File: src/rtl/fb_pkg.sv
// fb_pkg -- definitions shared by the frame-buffer writer and the display path.
//   fb_state_e : writer FSM state encoding
//   FB_*       : default frame geometry, pixel width and video-memory address width
package fb_pkg;

   localparam int unsigned FB_WIDTH  = 200;
   localparam int unsigned FB_HEIGHT = 200;
   localparam int unsigned FB_ADDR_W = 16;
   localparam int unsigned FB_PIX_W  = 8;

   typedef enum logic [1:0] {
      ST_CLEAR = 2'd0,
      ST_IDLE  = 2'd1,
      ST_WRITE = 2'd2,
      ST_DONE  = 2'd3
   } fb_state_e;

endpackage : fb_pkg

File: src/rtl/fb_writer_if.sv
// fb_writer_if -- pixel stream in, video-RAM write port out.
//   in_valid/in_ready/in_data/in_sof : upstream pixel beats
//   wr_en/wr_addr/wr_data            : single-port video RAM write side
//   modport slave  : the frame-buffer writer
//   modport master : the upstream source plus the RAM it feeds
//
// Handshake: a beat transfers on every rising clk edge where in_valid and
// in_ready are both 1. in_ready depends only on writer state, never on
// in_valid, so a source may raise in_valid at any time and must hold
// in_data/in_sof stable until the transfer edge. The write port has no
// back-pressure: wr_en is a one-cycle strobe the RAM always accepts.
interface fb_writer_if #(
   parameter int unsigned ADDR_W = 16,
   parameter int unsigned PIX_W  = 8
);
   logic              in_valid;
   logic              in_ready;
   logic [PIX_W-1:0]  in_data;
   logic              in_sof;
   logic              wr_en;
   logic [ADDR_W-1:0] wr_addr;
   logic [PIX_W-1:0]  wr_data;

   modport slave (
      input  in_valid, in_data, in_sof,
      output in_ready, wr_en, wr_addr, wr_data
   );

   modport master (
      output in_valid, in_data, in_sof,
      input  in_ready, wr_en, wr_addr, wr_data
   );
endinterface : fb_writer_if

File: src/rtl/fb_writer.sv
// fb_writer -- writes a raster pixel stream into linear video memory
// (address = y*WIDTH + x), one pixel per accepted beat, 1-cycle write latency.
//   clk, rst   : system clock, synchronous active-high reset
//   bus        : fb_writer_if.slave (pixel stream in, RAM write port out)
//   frame_done : one-cycle pulse with the write of the last pixel
//   sof_err    : one-cycle pulse when in_sof arrives mid-frame
//   busy       : high while clearing or writing a frame
//   state_dbg  : current FSM state
// Optional feature: define FB_WRITER_CLEAR_EN to zero the whole frame after
// reset (one address per cycle) before the first frame is accepted.
module fb_writer
   import fb_pkg::*;
#(
   parameter int unsigned WIDTH  = FB_WIDTH,
   parameter int unsigned HEIGHT = FB_HEIGHT,
   parameter int unsigned ADDR_W = FB_ADDR_W,
   parameter int unsigned PIX_W  = FB_PIX_W
)(
   input  logic       clk,
   input  logic       rst,
   fb_writer_if.slave bus,
   output logic       frame_done,
   output logic       sof_err,
   output logic       busy,
   output fb_state_e  state_dbg
);

   localparam int unsigned       NPIX = WIDTH * HEIGHT;
   localparam logic [ADDR_W-1:0] LAST = ADDR_W'(NPIX - 1);

   if (longint'(WIDTH) * longint'(HEIGHT) > (longint'(1) << ADDR_W)) begin : g_size_chk
      $error("fb_writer: WIDTH*HEIGHT does not fit in ADDR_W address bits");
   end

   fb_state_e         state, state_nx;
   logic [ADDR_W-1:0] cnt, cnt_nx;
   logic              wr_en_nx;
   logic [ADDR_W-1:0] wr_addr_nx;
   logic [PIX_W-1:0]  wr_data_nx;
   logic              frame_done_nx, sof_err_nx;
   logic              in_ready;
   logic              accept;

   assign in_ready     = (state == ST_IDLE) || (state == ST_WRITE);
   assign bus.in_ready = in_ready;
   assign accept       = bus.in_valid && in_ready;
   assign state_dbg    = state;

`ifdef FB_WRITER_CLEAR_EN
   assign busy = (state == ST_CLEAR) || (state == ST_WRITE);
`else
   assign busy = (state == ST_WRITE);
`endif

   always_comb begin
      state_nx      = state;
      cnt_nx        = cnt;
      wr_en_nx      = 1'b0;
      wr_addr_nx    = bus.wr_addr;
      wr_data_nx    = bus.wr_data;
      frame_done_nx = 1'b0;
      sof_err_nx    = 1'b0;
      case (state)
`ifdef FB_WRITER_CLEAR_EN
         ST_CLEAR: begin
            wr_en_nx   = 1'b1;
            wr_addr_nx = cnt;
            wr_data_nx = '0;
            if (cnt == LAST) begin
               state_nx = ST_IDLE;
               cnt_nx   = '0;
            end else begin
               cnt_nx = cnt + 1'b1;
            end
         end
`endif
         ST_IDLE: begin
            // Beats without in_sof are dropped until a frame start is seen.
            if (accept && bus.in_sof) begin
               wr_en_nx   = 1'b1;
               wr_addr_nx = '0;
               wr_data_nx = bus.in_data;
               if (LAST == '0) begin
                  // Single-pixel frame: the start pixel is also the last.
                  state_nx      = ST_DONE;
                  frame_done_nx = 1'b1;
                  cnt_nx        = '0;
               end else begin
                  state_nx = ST_WRITE;
                  cnt_nx   = ADDR_W'(1);
               end
            end
         end
         ST_WRITE: begin
            if (accept) begin
               wr_en_nx   = 1'b1;
               wr_data_nx = bus.in_data;
               // A restart wins over completion, even on the last pixel.
               if (bus.in_sof) begin
                  wr_addr_nx = '0;
                  sof_err_nx = 1'b1;
                  cnt_nx     = ADDR_W'(1);
               end else begin
                  wr_addr_nx = cnt;
                  if (cnt == LAST) begin
                     state_nx      = ST_DONE;
                     frame_done_nx = 1'b1;
                     cnt_nx        = '0;
                  end else begin
                     cnt_nx = cnt + 1'b1;
                  end
               end
            end
         end
         ST_DONE: state_nx = ST_IDLE;
         default: state_nx = ST_IDLE;
      endcase
   end

   always_ff @(posedge clk) begin
      if (rst) begin
`ifdef FB_WRITER_CLEAR_EN
         state <= ST_CLEAR;
`else
         state <= ST_IDLE;
`endif
         cnt         <= '0;
         bus.wr_en   <= 1'b0;
         bus.wr_addr <= '0;
         bus.wr_data <= '0;
         frame_done  <= 1'b0;
         sof_err     <= 1'b0;
      end else begin
         state       <= state_nx;
         cnt         <= cnt_nx;
         bus.wr_en   <= wr_en_nx;
         bus.wr_addr <= wr_addr_nx;
         bus.wr_data <= wr_data_nx;
         frame_done  <= frame_done_nx;
         sof_err     <= sof_err_nx;
      end
   end

endmodule : fb_writer
File: src/flat_wrapper.sv
// flat-port wrapper written by rule: the top's interface ports become plain ports
module fb_writer_flat import fb_pkg::*;
#(
   parameter int unsigned WIDTH  = FB_WIDTH,
   parameter int unsigned HEIGHT = FB_HEIGHT,
   parameter int unsigned ADDR_W = FB_ADDR_W,
   parameter int unsigned PIX_W  = FB_PIX_W
)
  (clk, rst, frame_done, sof_err, busy, state_dbg, bus_in_valid, bus_in_data, bus_in_sof, bus_in_ready, bus_wr_en, bus_wr_addr, bus_wr_data);
  fb_writer_if #(.ADDR_W(ADDR_W), .PIX_W(PIX_W)) bus_i ();
  input  logic clk;
  input  logic rst;
  output logic frame_done;
  output logic sof_err;
  output logic busy;
  output fb_state_e state_dbg;
  input wire logic [$bits(bus_i.in_valid)-1:0] bus_in_valid;
  input wire logic [$bits(bus_i.in_data)-1:0] bus_in_data;
  input wire logic [$bits(bus_i.in_sof)-1:0] bus_in_sof;
  output wire logic [$bits(bus_i.in_ready)-1:0] bus_in_ready;
  output wire logic [$bits(bus_i.wr_en)-1:0] bus_wr_en;
  output wire logic [$bits(bus_i.wr_addr)-1:0] bus_wr_addr;
  output wire logic [$bits(bus_i.wr_data)-1:0] bus_wr_data;
  assign bus_i.in_valid = bus_in_valid;
  assign bus_i.in_data = bus_in_data;
  assign bus_i.in_sof = bus_in_sof;
  assign bus_in_ready = bus_i.in_ready;
  assign bus_wr_en = bus_i.wr_en;
  assign bus_wr_addr = bus_i.wr_addr;
  assign bus_wr_data = bus_i.wr_data;
  fb_writer #(.WIDTH(WIDTH), .HEIGHT(HEIGHT), .ADDR_W(ADDR_W), .PIX_W(PIX_W)) u_core (.clk(clk), .rst(rst), .bus(bus_i), .frame_done(frame_done), .sof_err(sof_err), .busy(busy), .state_dbg(state_dbg));
endmodule
File: config.mk
export PLATFORM = sky130hd
export DESIGN_NAME = fb_writer_flat
export DESIGN_NICKNAME = d
export VERILOG_FILES = /design/src/rtl/fb_pkg.sv /design/src/rtl/fb_writer_if.sv /design/src/rtl/fb_writer.sv /design/src/flat_wrapper.sv
export SDC_FILE = /design/constraint.sdc
export NUM_CORES = 1
export LEC_CHECK = 0
export CAP_MARGIN = 10
export CORE_MARGIN = 2
export CORE_UTILIZATION = 54
export CTS_CLUSTER_DIAMETER = 30
export DETAILED_ROUTE_END_ITERATION = 8
export PLACE_DENSITY = 0.88
export SKIP_CTS_REPAIR_TIMING = 1
export SYNTH_ARGS = -nofsm -noshare
export SYNTH_HDL_FRONTEND = slang
export SYNTH_SLANG_ARGS = --single-unit
File: constraint.sdc
create_clock -name clk -period 4.1 [get_ports clk]
set_clock_uncertainty 0.2 [all_clocks]
set_input_delay 0.82 -clock clk [delete_from_list [all_inputs] [get_ports clk]]
set_output_delay 0.82 -clock clk [all_outputs]
set_load 0.1 [all_outputs]
==> results of run 1 <==
[area by class of cell]
class                      instances  area (µm²)
multi-input combinational        167       999.7
fill                             269        1041
clock inverter                     2       38.79
clock buffer                       6       72.57
sequential                        45       900.9
inverter                           8       30.03
tap                               48       60.06
timing repair buffer              48       462.9
[cell families (layout without fill, tap and decap cells)]
logic type	Yosys count	count (layout)
AND/OR/NAND/NOR	100	100
adder cells (fa/ha/maj)	4	4
buffers and inverters	25	64
AO/OA/AOI/OAI	60	60
flip-flops	45	45
multiplexers	3	3
[power groups by stage]
stage / sequential [mW] / clock [mW] / combinational (mW)
after floorplan: 0.797 / 0 / 0.361
after global placement: 0.524 / 0 / 0.822
after detailed placement: 0.527 / 0 / 0.832
after CTS: 0.517 / 0.337 / 0.839
after global routing: 0.523 / 0.354 / 0.897
final: 0.516 / 0.334 / 0.840
[worst reg2reg max path, cell delays in order (launching register included)]
cell and delay [ps]:
dfxtp_1 410, inv_1 70, ha_1 400, nand3b_1 280
o31a_1 360, buf_4 300, or4_1 500, a211oi_1 250
[sequential cells by signal, indices dropped and copies added, names as in the netlist]
signal	cells
u_core.state_dbg	2
u_core.bus.wr_addr	16
u_core.bus.wr_en	1
u_core.cnt	16
u_core.frame_done	1
u_core.sof_err	1
u_core.bus.wr_data	8
[metal layers]
metal	vias to the layer above	part of all wire	wire (µm)	GRT usage
met5	-	0	0	0
met4	0	0.016	76	0.08777
met3	8	0.080	385	0.07118
met2	83	0.48	2289	0.3945
met1	865	0.43	2059	0.3414
li1	934	-	-	-
[cells in the final DEF, fill, tap and decap left out, drive strengths merged, types with 2 or more instances in the layout]
cell type,count
nand2b,3
inv,8
a211oi,13
clkbuf,6
dfxtp,45
ha,4
nor3,5
nor2,6
o31ai,8
or3,2
mux2i,2
or4,7
o41ai,2
nand3,20
a31o,2
a21oi,28
or4b,4
o21ai,3
nand2,40
clkdlybuf4s50,41
nor2b,3
and3,3
nand4,4
buf,7
[worst max path at each step]
stage | start | end | slack [ps]
after global routing | u_core.state_dbg[0] | busy | 820
after floorplan | u_core.state_dbg[1] | u_core.cnt[7] | 460
after detailed placement | bus_in_sof | u_core.cnt[9] | 810
after CTS | u_core.state_dbg[0] | busy | 910
after global placement | bus_in_valid | u_core.cnt[9] | 900
final | u_core.state_dbg[0] | busy | 910
==> results.ini, run 1 <==
[outcome]
status=finished, final reports clean

[cts]
cts_tree=done
cts.sinks=45
clkSlewWorstSetupHoldPaths_ps=80
cts-root-buf=clkbuf_8
clk-insertion-delay-late_ps=310
cts_buffers=5
h-tree-depth=2
clock_path_buffers=2

[die]
dieWidth_um=64.62
io_pins=43
initial_core_util=0.5503
coreArea_um2=3606
dieArea_um2=4176
num_rows=22
die_h_um=64.62

[sta]
layout_setup_ws_ps=906.3
period_share=0.7790
hold_ws_ps=257.8
setup_viol=0
maxSlewViolCount=0
max_freq_mhz=313.1
max-slew-margin-rel=0.3289
rsz0062_at_grt=no
worst_pin_slew_ps=1003
tns_ps=0
fin_crit_ps=3194
hold_viol=0

[yosys]
yosysWarnings=0
yosysMostFrequentCell=dfxtp_1
synth-xor-area-share=0
synth-edff-count=0
synth_compound_area_frac=0.1942
ys_top_cells_by_area=dfxtp_1, nand2_1, a21oi_1
muxShareOfSynthArea=0.01765
yosysUniqueCellTypes=36
synth_top_cell_area_share=0.4540
syn_inst=237
postSynthAreaPerCell_um2=8.373
synth_top_family_by_area=simple AND/OR/NAND/NOR gates
synth_ff_type=dfxtp_1
ys_ff_latch=45
syn-cell-area_um2=1984
yosys-top-cells-count=dfxtp_1, nand2_1, a21oi_1
synth_adder_area_share=0.02522
yosysSeqAreaShare=0.4540
synth_top_area_cell=dfxtp_1
synthArstFlopShare=0
synth_simple_gate_area_frac=0.2598
syn-num-nets=253

[critical_path]
r2r-start=u_core.state_dbg[0]
r2r_slack_ps=1260
cp-start-kind=flop
slowest_delay_ps=1180
crit_cells=3
arrival_ps=2170
cp.buffers_inverters=2
crit_fanout=7
critPathTopFamily=buffers and inverters
path_class=reg2out
critical_path_required_ps=3080
r2r_cells=7
crit_chain=inv_1 > ha_1 > clkdlybuf4s50_1
timing.rr.end=u_core.cnt[9]
timing.critical_path.slowest_stage_cell=clkdlybuf4s50_1
cp-end-kind=primary output

[grt]
grt.overflow.total=0
grt_pass1_wl_um=8231
antenna_found_initial=0
track_usage=0.2544
grt_pass1_vias=1752
grt_max_degree=46

[power]
p_seq_frac=0.305
p_int_mw=0.8763
p_clk_frac=0.198
power_frac_comb=0.497
peakVddDrop_v=0.0005858
p_per_area_nw_per_um2=659.0
switching_share=0.4815
switching_power_mw=0.8139
p_total_mw=1.690
p_leak_nw=0.8285

[route]
wl_per_cell_um=14.85
first_iter_violations=220
antenna_left=0
via_per_inst=5.833
drc=0
vias=1890
dr.pass1.iters=4
drt-total-wl_um=4811

[run]
max-cap-violations=0

[layout]
drive_above_1_share=0.08333
final_area_um2=2565
nets=291
syn_to_final_growth_pct=29.26
fin_cells=324
post-route-util=0.7113
num_antenna_cells=0

[placed_design]
pre_cts_slack_ps=812.4
place.gp.congestion=0.8104
dp_cells=316
port_buffers=42
dpl_cell_area_um2=2454
dp_hpwl_um=3164

[worst_hold_path]
min_path_type=reg2reg
hold_path_startpoint=u_core.bus.wr_data[3]
whs_path_depth=2
hold_end=u_core.bus.wr_data[3]

(Power assumes the default switching activity.)
==> run 2: changes to the inputs <==
--- a/config.mk
+++ b/config.mk
@@ -7,10 +7,10 @@
 export LEC_CHECK = 0
 export CAP_MARGIN = 10
 export CORE_MARGIN = 2
-export CORE_UTILIZATION = 54
+export CORE_UTILIZATION = 50
 export CTS_CLUSTER_DIAMETER = 30
 export DETAILED_ROUTE_END_ITERATION = 8
-export PLACE_DENSITY = 0.88
+export PLACE_DENSITY = 0.83
 export SKIP_CTS_REPAIR_TIMING = 1
 export SYNTH_ARGS = -nofsm -noshare
 export SYNTH_HDL_FRONTEND = slang
==> constraint.sdc (replaced) <==
create_clock -name clk -period 3.2 [get_ports clk]
set_clock_uncertainty 0.2 [all_clocks]
set_input_delay 0.64 -clock clk [delete_from_list [all_inputs] [get_ports clk]]
set_output_delay 0.64 -clock clk [all_outputs]
set_load 0.1 [all_outputs]
==> run 2 against run 1 <==
Global-route usage decreased by 2.8 points. Setup slack lost 480 ps. Final cell count grew 0.62%. Flip-flop and latch count is the same. Design area is 2.8% lower. Wire length is 6.4% lower. Sequential power grew 28%. Register-to-register slack lost 830 ps. Critical path depth grew 2. Clock power grew 13%. Non-clock buffer count is 2 higher. Utilization is 4.5 points lower.
==> results.ini, run 2 (synthesis gave the netlist of run 1 again) <==
[cts]
clk-insertion-delay-late_ps=310  ; about the same
cts-root-buf=clkbuf_8
cts_tree=done
cts.sinks=45  ; unchanged
h-tree-depth=2  ; unchanged
clock_path_buffers=2  ; unchanged
clkSlewWorstSetupHoldPaths_ps=90  ; about the same
cts_buffers=5  ; unchanged

[placed_design]
place.gp.congestion=0.8029  ; -0.93%
port_buffers=42  ; unchanged
dp_hpwl_um=3152  ; -0.40%

[grt]
antenna_found_initial=0  ; unchanged
grt.overflow.total=0  ; unchanged
track_usage=0.2263  ; -0.02816
met1_usage=0.2986  ; -0.04278
grt_pass1_wl_um=7714  ; -6.3%
grt_max_degree=35  ; -24%
grt_util_met2=0.3465  ; -0.04800
global_route.peak_usage_layer=met2
grt_pass1_vias=1723  ; -1.7%
grt_use_met3=0.05912  ; -0.01206

[route]
via_per_inst=5.681  ; -2.6%
drt-total-wl_um=4503  ; -6.4%
vias=1852  ; -2.0%
drc=0  ; unchanged
antenna_left=0  ; unchanged
wl_per_cell_um=13.81  ; -7.0%
dr.pass1.iters=4  ; unchanged
first_iter_violations=144  ; -35%

[layout]
nFillCells=339  ; +26%
nets=293  ; +0.69%
drive_above_1_share=0.2086  ; +0.1253
top_regs=u_core.bus.wr_addr: 16 flops, u_core.cnt: 16 flops, u_core.bus.wr_data: 8 flops
mostFrequentLayoutCells=dfxtp_1, nand2_1, buf_4
syn_to_final_growth_pct=25.66
num_antenna_cells=0  ; unchanged
post-route-util=0.6661  ; -0.04520
final_common_cell=dfxtp_1

[sta]
max-slew-margin-rel=0.5446  ; +0.2157
tns_ps=0  ; unchanged
period_share=0.8667
max_freq_mhz=360.6
worst_pin_slew_ps=683.0  ; -320.5 ps
setup_viol=0  ; unchanged
hold_viol=0  ; unchanged
rsz0062_at_grt=no
fin_crit_ps=2773
maxSlewViolCount=0  ; unchanged

[worst_hold_path]
min_path_type=reg2reg

[power]
p_total_mw=2.093  ; +24%
p_per_area_nw_per_um2=839.5  ; +27%
peakVddDrop_v=0.0006394  ; +9.1%
p_leak_nw=0.8892  ; +7.3%

[die]
initial_core_util=0.5301  ; -0.02023
dieArea_um2=4489  ; +7.5%
die_h_um=67  ; +3.7%
dieWidth_um=67  ; +3.7%
coreArea_um2=3744  ; +3.8%
num_rows=22  ; unchanged
io_pins=43  ; unchanged

[outcome]
status=finished, final reports clean

[critical_path]
arrival_ps=2730  ; +560 ps
critical_path_required_ps=3160  ; +80 ps
cp-end-kind=flop
cp-start-kind=flop
crit_fanout=14  ; +7
path_class=reg2reg

[run]
max-cap-violations=0  ; unchanged

run 2: power by group:
| group | total (mW) | switching [mW] | internal, mW |
|---|---|---|---|
| clock | 0.378 | 0.203 | 0.175 |
| combinational | 1.05 | 0.800 | 0.254 |
| sequential | 0.661 | 0.0401 | 0.621 |
run 2: layer usage:
| metal | up-vias | wire [µm] |
|---|---|---|
| li1 | 937 | - |
| met1 | 861 | 2044 |
| met2 | 48 | 2081 |
| met3 | 6 | 319 |
| met4 | 0 | 57 |
| met5 | - | 0 |
run 2: layout make-up:
type	count	area [µm²]	area share
multi-input combinational	167	1002	0.4019
sequential	45	902.1	0.3618
timing repair buffer	50	402.9	0.1616
clock inverter	2	13.76	0.005519
inverter	8	30.03	0.01204
clock buffer	6	82.58	0.03312
tap	48	60.06	0.02408
run 2: final timing paths:
| check | startpoint | end | slack [ps] | depth (start not counted) |
|---|---|---|---|---|
| worst min-delay path | u_core.bus.wr_addr[11] | u_core.bus.wr_addr[11] | 260 | 2 |
| worst min register to register | u_core.bus.wr_addr[11] | u_core.bus.wr_addr[11] | 260 | 2 |
| worst max register to register | u_core.cnt[0] | u_core.cnt[14] | 430 | 5 |
| worst max-delay path | u_core.cnt[0] | u_core.cnt[14] | 430 | 5 |
run 2: stage by stage:
step                hold WS [ps]  setup slack [ps]  instances  area [µm²]
floorplan                  256.6             4.835        237        1988
global placement           240.1             394.8        318        2397
detailed placement         246.2             310.4        318        2397
CTS                        258.7             438.6        326        2494
global route               281.3             266.7        326        2494
finish                     256.3             426.7        326        2494
run 2: worst max-delay path: stages (launching register included):
cell	delay (ps)
dfxtp_1	410
ha_1	270
or4b_1	460
or4b_4	600
a21oi_2	590
a211oi_1	110
